`src/rtl/cfg_bus_arbiter.sv`:
```
// Round-robin arbiter sharing one Config-style slave bus among NUM_REQ requesters.
// Optional requester lock (atomic sequences) is compiled in with `define CFG_ARB_LOCK_EN.
module cfg_bus_arbiter #(
  parameter int NUM_REQ    = 4,
  parameter int DATA_WIDTH = 8
) (
  input  logic                          clk,
  input  logic                          rst_n,
  input  logic [NUM_REQ-1:0]            req,
  input  logic [NUM_REQ-1:0]            op,
  input  logic [NUM_REQ*DATA_WIDTH-1:0] wdata,
`ifdef CFG_ARB_LOCK_EN
  input  logic [NUM_REQ-1:0]            lock,
`endif
  output logic [NUM_REQ-1:0]            grant,
  output logic [NUM_REQ-1:0]            done,
  output logic [DATA_WIDTH-1:0]         rdata,
  output logic                          busy,
  output logic                          bus_r_en,
  output logic                          bus_w_en,
  output logic [DATA_WIDTH-1:0]         bus_write_data,
  input  logic [DATA_WIDTH-1:0]         bus_read_data,
  output logic [1:0]                    state_dbg
);

  localparam int PW = (NUM_REQ > 1) ? $clog2(NUM_REQ) : 1;
  typedef logic [PW-1:0] ptr_t;

  typedef enum logic [1:0] {
    IDLE    = 2'd0,
    ISSUE   = 2'd1,
    CAPTURE = 2'd2
  } state_t;

  state_t                state, state_d;
  ptr_t                  last, last_d;
  logic                  op_q, op_d;
  logic [NUM_REQ-1:0]    grant_d, done_d, eligible;
  logic [DATA_WIDTH-1:0] rdata_d, wd_d;
  logic                  r_en_d, w_en_d;
  logic                  found;
  ptr_t                  winner;
`ifdef CFG_ARB_LOCK_EN
  logic                  lock_active, lock_d;
`endif

  assign busy      = (state != IDLE);
  assign state_dbg = state;

  // Winner search: first eligible index after the last owner, wrapping.
  always_comb begin
    int   idx;
    ptr_t cand;
    eligible = req & ~done;
`ifdef CFG_ARB_LOCK_EN
    if (lock_active) eligible = req;
`endif
    found  = 1'b0;
    winner = last;
    for (int k = 1; k <= NUM_REQ; k++) begin
      idx  = (int'(last) + k) % NUM_REQ;
      cand = ptr_t'(idx);
      if (!found && eligible[cand]) begin
        found  = 1'b1;
        winner = cand;
      end
    end
`ifdef CFG_ARB_LOCK_EN
    // A locked owner keeps the bus while it still requests; pointer stays put.
    if (lock_active && req[last]) begin
      found  = 1'b1;
      winner = last;
    end
`endif
  end

  always_comb begin
    state_d = state;
    last_d  = last;
    op_d    = op_q;
    grant_d = grant;
    done_d  = '0;
    rdata_d = rdata;
    wd_d    = bus_write_data;
    r_en_d  = 1'b0;
    w_en_d  = 1'b0;
`ifdef CFG_ARB_LOCK_EN
    lock_d  = lock_active;
`endif
    case (state)
      IDLE: begin
        grant_d = '0;
        if (found) begin
          grant_d[winner] = 1'b1;
          last_d  = winner;
          op_d    = op[winner];
          wd_d    = wdata[int'(winner)*DATA_WIDTH +: DATA_WIDTH];
          r_en_d  = ~op[winner];
          w_en_d  = op[winner];
          state_d = ISSUE;
`ifdef CFG_ARB_LOCK_EN
          lock_d  = 1'b0;
`endif
        end
      end
      ISSUE: begin
        if (!op_q) begin
          grant_d = '0;
          done_d  = grant;
          state_d = IDLE;
`ifdef CFG_ARB_LOCK_EN
          lock_d  = lock[last];
`endif
        end else begin
          state_d = CAPTURE;
        end
      end
      CAPTURE: begin
        // Slave read data was refreshed by the fetch strobe of the ISSUE cycle.
        rdata_d = bus_read_data;
        grant_d = '0;
        done_d  = grant;
        state_d = IDLE;
`ifdef CFG_ARB_LOCK_EN
        lock_d  = lock[last];
`endif
      end
      default: begin
        grant_d = '0;
        state_d = IDLE;
      end
    endcase
  end

  always_ff @(posedge clk) begin
    if (!rst_n) begin
      state          <= IDLE;
      last           <= ptr_t'(NUM_REQ-1);
      op_q           <= 1'b0;
      grant          <= '0;
      done           <= '0;
      rdata          <= '0;
      bus_r_en       <= 1'b0;
      bus_w_en       <= 1'b0;
      bus_write_data <= '0;
`ifdef CFG_ARB_LOCK_EN
      lock_active    <= 1'b0;
`endif
    end else begin
      state          <= state_d;
      last           <= last_d;
      op_q           <= op_d;
      grant          <= grant_d;
      done           <= done_d;
      rdata          <= rdata_d;
      bus_r_en       <= r_en_d;
      bus_w_en       <= w_en_d;
      bus_write_data <= wd_d;
`ifdef CFG_ARB_LOCK_EN
      lock_active    <= lock_d;
`endif
    end
  end

endmodule

```
`config.mk`:
```
export PLATFORM = sky130hd
export DESIGN_NAME = cfg_bus_arbiter
export DESIGN_NICKNAME = d
export VERILOG_FILES = /design/src/rtl/cfg_bus_arbiter.sv
export SDC_FILE = /design/constraint.sdc
export NUM_CORES = 1
export LEC_CHECK = 0
export ABC_AREA = 1
export BUFFER_PORTS_ARGS = -buffer_cell sky130_fd_sc_hd__buf_2
export CAP_MARGIN = 20
export CORE_UTILIZATION = 45
export DETAILED_ROUTE_END_ITERATION = 12
export GPL_ROUTABILITY_DRIVEN = 1
export PLACE_DENSITY = 0.76
export SYNTH_ARGS = -nofsm -noshare
export SYNTH_HDL_FRONTEND = slang
export SYNTH_SLANG_ARGS = --single-unit
```
`constraint.sdc`:
```
create_clock -name clk -period 5.3 [get_ports clk]
set_clock_uncertainty 0.2 [all_clocks]
set_input_delay 0.265 -clock clk [delete_from_list [all_inputs] [get_ports clk]]
set_output_delay 0.265 -clock clk [all_outputs]
set_load 0.05 [all_outputs]
```
Word level (Yosys, flattened, before mapping) --
Index checks and enable logic that the tools add are counted.
Storage, ports and cells: memory bits (writable) 0, memories kept 0, word-level logic and storage cells 66, output and inout bits 29, input port bits 50, register bits after elaboration 31, bits in latches 0, bits in read-only memories 0
Cells by class: $mul 0, add/sub/neg operators 4, div/mod/pow operators 0, bitwise operators 3, magnitude comparators 6, reduce and logical (&&, ||, !) cells 11, shifts and indexed selects 1, multiplexer cells 28, equality and inequality tests 4
Operators with widths (count):
- variable part select 32 x 6 -> 8 bit | 1
- one-hot mux 4 bit (2 select lines) | 2
- less-than comparator 2 x 3 -> 1 bit, second input constant | 5
- two-way mux 2 bit | 6
- two-way mux 4 bit | 3
- binary-select mux 1 bit (select 2 bit) | 5
- two-way mux 1 bit | 10
- adder 2 x 1 -> 2 bit, second input constant | 2
- adder 2 bit, second input constant | 2
- AND 4 bit | 1
- logical AND 1 bit | 4
- != test 2 bit, second input constant | 2
- NOT 4 bit | 1
- one-hot mux 2 bit (2 select lines) | 1
- zero test 1 bit | 3
- AND reduction 3 bit | 1
- demux 1 bit (select 2 bit) | 1
- == test 2 x 1 -> 1 bit, second input constant | 1
- == test 2 bit, second input constant | 1
- greater-or-equal comparator 2 x 1 -> 1 bit, second input constant | 1
- zero test 2 bit | 1
- AND reduction 2 bit | 1
- nonzero test 2 bit | 1
- NOT 1 bit | 1

Longest topological paths before layout --
word-level depth 20, gate-level depth with buffers 14, depth with buffers taken out 14

Least setup slack after synthesis --
No wires, ideal clock.
kind reg-to-reg, start point register state[0] (netlist: state_dbg[0]), end point register last[0], cell stages (with the launch flop) 10, arrival time 1.878 ns, path buffers 1, data required time 4.978 ns, slack 3.100 ns, period minus slack after synthesis 2.200 ns, library setup time 0.122 ns, cells stage by stage dfxtp_1 > inv_1 > ha_1 > inv_1 > nor2_2 > buf_4 > inv_4 > nor2_4 > a21oi_1 > nand2_1
Between the ends: word-level cells in the longest chain between the ends 2
RTL lines:
- start: declaration | line 35 | state_t state, state_d;
- start signal: assignment | line 150 | state <= state_d;
- zero test 2 bit | line 90 | case (state)
- AND reduction 2 bit (no line)
- end signal: assignment | line 138 | last <= ptr_t'(NUM_REQ-1);
- end signal: assignment | line 151 | last <= last_d;
- end: declaration | line 36 | ptr_t last, last_d;
Every way passes these cells. A chain may end at the register's enable or synchronous reset.

Final worst setup path --
start point register last[0], end point register grant[2]
Between the ends: word-level cells in the longest chain between the ends 19, elaborated cells between the ends (all ways) 33, classes of those cells add/sub (4); order compare (2); mux (20); reduce/logical (7)
RTL lines:
- adder 2 x 1 -> 2 bit | line 61 | idx = (int'(last) + k) % NUM_REQ;
- binary-select mux 1 bit (select 2 bit) | line 63 | if (!found && eligible[cand]) begin
- two-way mux 1 bit (not written as such) | line 63
- two-way mux 1 bit | line 63
- zero test 1 bit | line 63
- logical AND 1 bit | line 63
- two-way mux 1 bit | line 63
- zero test 1 bit | line 63
- [... 3 more ...]
- logical AND 1 bit | line 63
- two-way mux 2 bit | line 63
- less-than comparator 2 x 3 -> 1 bit (not written as such) / greater-or-equal comparator 2 x 1 -> 1 bit (equally long branches) | line 94 | grant_d[winner] = 1'b1;
- logical AND 1 bit (not written as such) | line 94
- two-way mux 1 bit (not written as such) | line 94
- demux 1 bit (select 2 bit) | line 94
- two-way mux 4 bit * | line 93 | if (found) begin
- one-hot mux 4 bit (2 select lines) * | line 90
- end signal: assignment | line 153 | grant <= grant_d;
- end: declaration | line 15 | output logic [NUM_REQ-1:0] grant,
Every way passes the cells marked *; elsewhere a longest branch is shown, timed or not. The select of a mux whose other input is x is not followed.

==> flow_metrics.env <==
export IMPL_crit_type="reg2reg"
export IMPL_rsz0062_at_grt="false"
export IMPL_hold_viol_final=0
export IMPL_cp_end_kind="register"
export IMPL_antenna_left=0
export IMPL_synthArstFlopShare_pct=0
export IMPL_cts_hold_buffers=0
export IMPL_synth_nets=343
export IMPL_fmax_ghz=0.375
export IMPL_synth_edf_count=0
export IMPL_synth_seq_cells=31
export IMPL_drc=0
export IMPL_detail_route_vias_per_cell=4.98
export IMPL_yosysTopAreaCellShare_pct=32.8
export IMPL_grt_overflow_total=0
export IMPL_clk_pin_slew_ps=70
export IMPL_cts_tree="yes"
export IMPL_crit_required_ps=5310
export IMPL_drt_pre_antenna_iters=4
export IMPL_syn_to_final_growth_pct=26.3
export IMPL_worst_ep_arrival_time_ps=2680
export IMPL_synthTopCellsByCount="nand2_1, nand3_1, nor2_1, dfxtp_1, inv_1"
export IMPL_root_buffer="clkbuf_8"
export IMPL_muxShareOfSynthArea_pct=0
export IMPL_setup_viol_count_final=0
export IMPL_worstMarginPinSlew_ps=693
export IMPL_dieArea_um2=4470
export IMPL_grt_pass1_wl_mm=7.71
export IMPL_startpoint_type="register"
export IMPL_grt_pass1_vias=1843
export IMPL_drt_iter0_drc=138
export IMPL_die_w_um=66.8
export IMPL_syn_area_um2=1890
export IMPL_wl_per_cell_um=11.3
export IMPL_diodes=0
export IMPL_start_util_pct=47.0
export IMPL_synth_cells=290
export IMPL_h_tree_depth=2
export IMPL_yosysTopAreaCell="dfxtp_1"
export IMPL_num_vias=2075
export IMPL_rows=23
export IMPL_hp_start="bus_read_data[5]"
export IMPL_cts_made_buffers=5
export IMPL_finalSetupTns_ps=0
export IMPL_r2r_end="grant[2]$_SDFFE_PN0P_"
export IMPL_synth_compound_area_share_pct=8.80
export IMPL_cts_setup_buffers=0
export IMPL_grt_max_degree=23
export IMPL_yosysUniqueCellTypes=24
export IMPL_rr_worst_depth=12
export IMPL_grt_total_usage_pct=22.5
export IMPL_status="completed"
export IMPL_cp_max_fo=20
export IMPL_p_leak_nw=1.31
export IMPL_ys_flop_type="dfxtp_1"
export IMPL_post_route_period_util_pct=50.3
export IMPL_core_area_um2=4030
export IMPL_synthAdderAreaFrac_pct=1.98
export IMPL_period_needed_ps=2670
export IMPL_yosys_cell_count_top_type="nand2_1"
export IMPL_antenna_found_initial=0
export IMPL_synth_area_top_cells="dfxtp_1, nand2_1, nand3_1"
export IMPL_insertion_delay_ps=280
export IMPL_dpl_cell_area_um2=2280
export IMPL_nNetsFinal=419
export IMPL_boundaryPins=79
export IMPL_hold_class="in2reg"
export IMPL_drive_above_1_share_pct=30.0
export IMPL_design_area_um2=2390
export IMPL_slew_violations=0
export IMPL_cts_sinks=31
export IMPL_avgSynthCellArea_um2=6.52
export IMPL_dieHeight_um=66.8
export IMPL_synth_xor_area_share_pct=0
export IMPL_port_buffers=78
export IMPL_cts_path_max_buffers=2
export IMPL_routed_wl_mm=4.71
export IMPL_vdd_drop_max_mv=0.383
export IMPL_hold_path_end="rdata[5]$_SDFFE_PN0N_"
export IMPL_r2r_setup_slack_ps=2630
export IMPL_hold_depth=3
export IMPL_cts_resized=0
export IMPL_cap_violations=0
export IMPL_p_per_area_nw_per_um2=691
export IMPL_globalplace_congestion=0.826
export IMPL_synth_seq_area_share_pct=32.8
export IMPL_r2r_start="last[0]$_SDFFE_PN1P_"
export IMPL_synth_simple_area_share_pct=45.8
export IMPL_relSlewSlack_pct=53.8
export IMPL_n_fill_cell=423
export IMPL_synth_top_family_by_area="simple AND/OR/NAND/NOR gates"
export IMPL_ys_warn_count=0
export IMPL_hpwl_mm=3.59
how the worst max path moves through the flow:
stage	from	end	slack, ps
floorplan	state_dbg[0]$_SDFFE_PN0P_	last[0]$_SDFFE_PN1P_	3100
global placement	last[0]$_SDFFE_PN1P_	grant[2]$_SDFFE_PN0P_	2770
detailed placement	last[0]$_SDFFE_PN1P_	op_q$_SDFFE_PN0P_	2680
CTS	last[0]$_SDFFE_PN1P_	grant[0]$_SDFFE_PN0P_	2660
global route	last[0]$_SDFFE_PN1P_	grant[0]$_SDFFE_PN0P_	2320
finish	last[0]$_SDFFE_PN1P_	grant[2]$_SDFFE_PN0P_	2630
metrics by stage:
stage | utilization (%) | setup slack (ps) | hold WS, ps | power, W | instances
after CTS | 59.3 | 2660 | 1.57 | 0.00165 | 417
after global routing | 59.3 | 2320 | 3.70 | 0.00182 | 417
after floorplan | - | 3100 | 200 | 0.00125 | 290
after global placement | 56.5 | 2770 | 273 | 0.00141 | 409
final | 59.3 | 2630 | 2.66 | 0.00165 | 417
after detailed placement | 56.5 | 2680 | 276 | 0.00142 | 409
critical path: stages, from the launching register on:
cell and delay (ps):
dfxtp_1 640, inv_2 180, nand2_1 110, nand2_2 90
nand3_2 90, nand2_4 100, nand3_1 100, nor2_2 60
nor2_2 540, inv_4 100, nor2_2 130, nand3_1 90
a21oi_1 150
layout by cell type, fill, tap and decap left out, types with 5 or more instances in the layout:
| master | n |
|---|---|
| inv_1 | 31 |
| nand2_2 | 7 |
| o21ai_0 | 18 |
| dfxtp_1 | 31 |
| nand3_1 | 49 |
| nor2_1 | 32 |
| a21oi_1 | 11 |
| buf_2 | 78 |
| clkbuf_8 | 5 |
| nand2_1 | 73 |
power breakdown:
part	total [W]	switching, W	internal, W
Sequential	0.000348	0.0000479	0.000300
Combinational	0.00107	0.000779	0.000294
Clock	0.000229	0.0000892	0.000140
routing by layer:
metal  vias to the layer above  track usage (%)  part of all wire [%]  wire length [µm]
met4                         0             7.98                   1.3                63
met1                       926             28.4                    46              2180
met3                         7             6.85                   6.7               314
met2                        65             35.7                    46              2150
met5                         -                0                     0                 0
li1                       1077                -                     -                 -
state kept, by name, summed over array words and instances (netlist names):
register	cells
last	2
grant	4
rdata	8
done	4
bus_write_data	8
state_dbg	2
bus_w_en	1
op_q	1
bus_r_en	1
logic make-up after synthesis:
logic type,Yosys count
simple gates,180
buf+inv,44
compound gates,32
flops,31
fa+ha+maj,3
final cells by class:
cell class | instances | area (µm²) | share of cell area (%)
inverter | 35 | 134 | 5.60
sequential | 31 | 621 | 26.0
clock buffer | 5 | 68.8 | 2.88
timing repair buffer | 78 | 390 | 16.3
tap | 50 | 62.6 | 2.62
clock inverter | 3 | 43.8 | 1.83
multi-input combinational | 215 | 1070 | 44.8
Note: power is estimated with default switching activity, not from simulation.
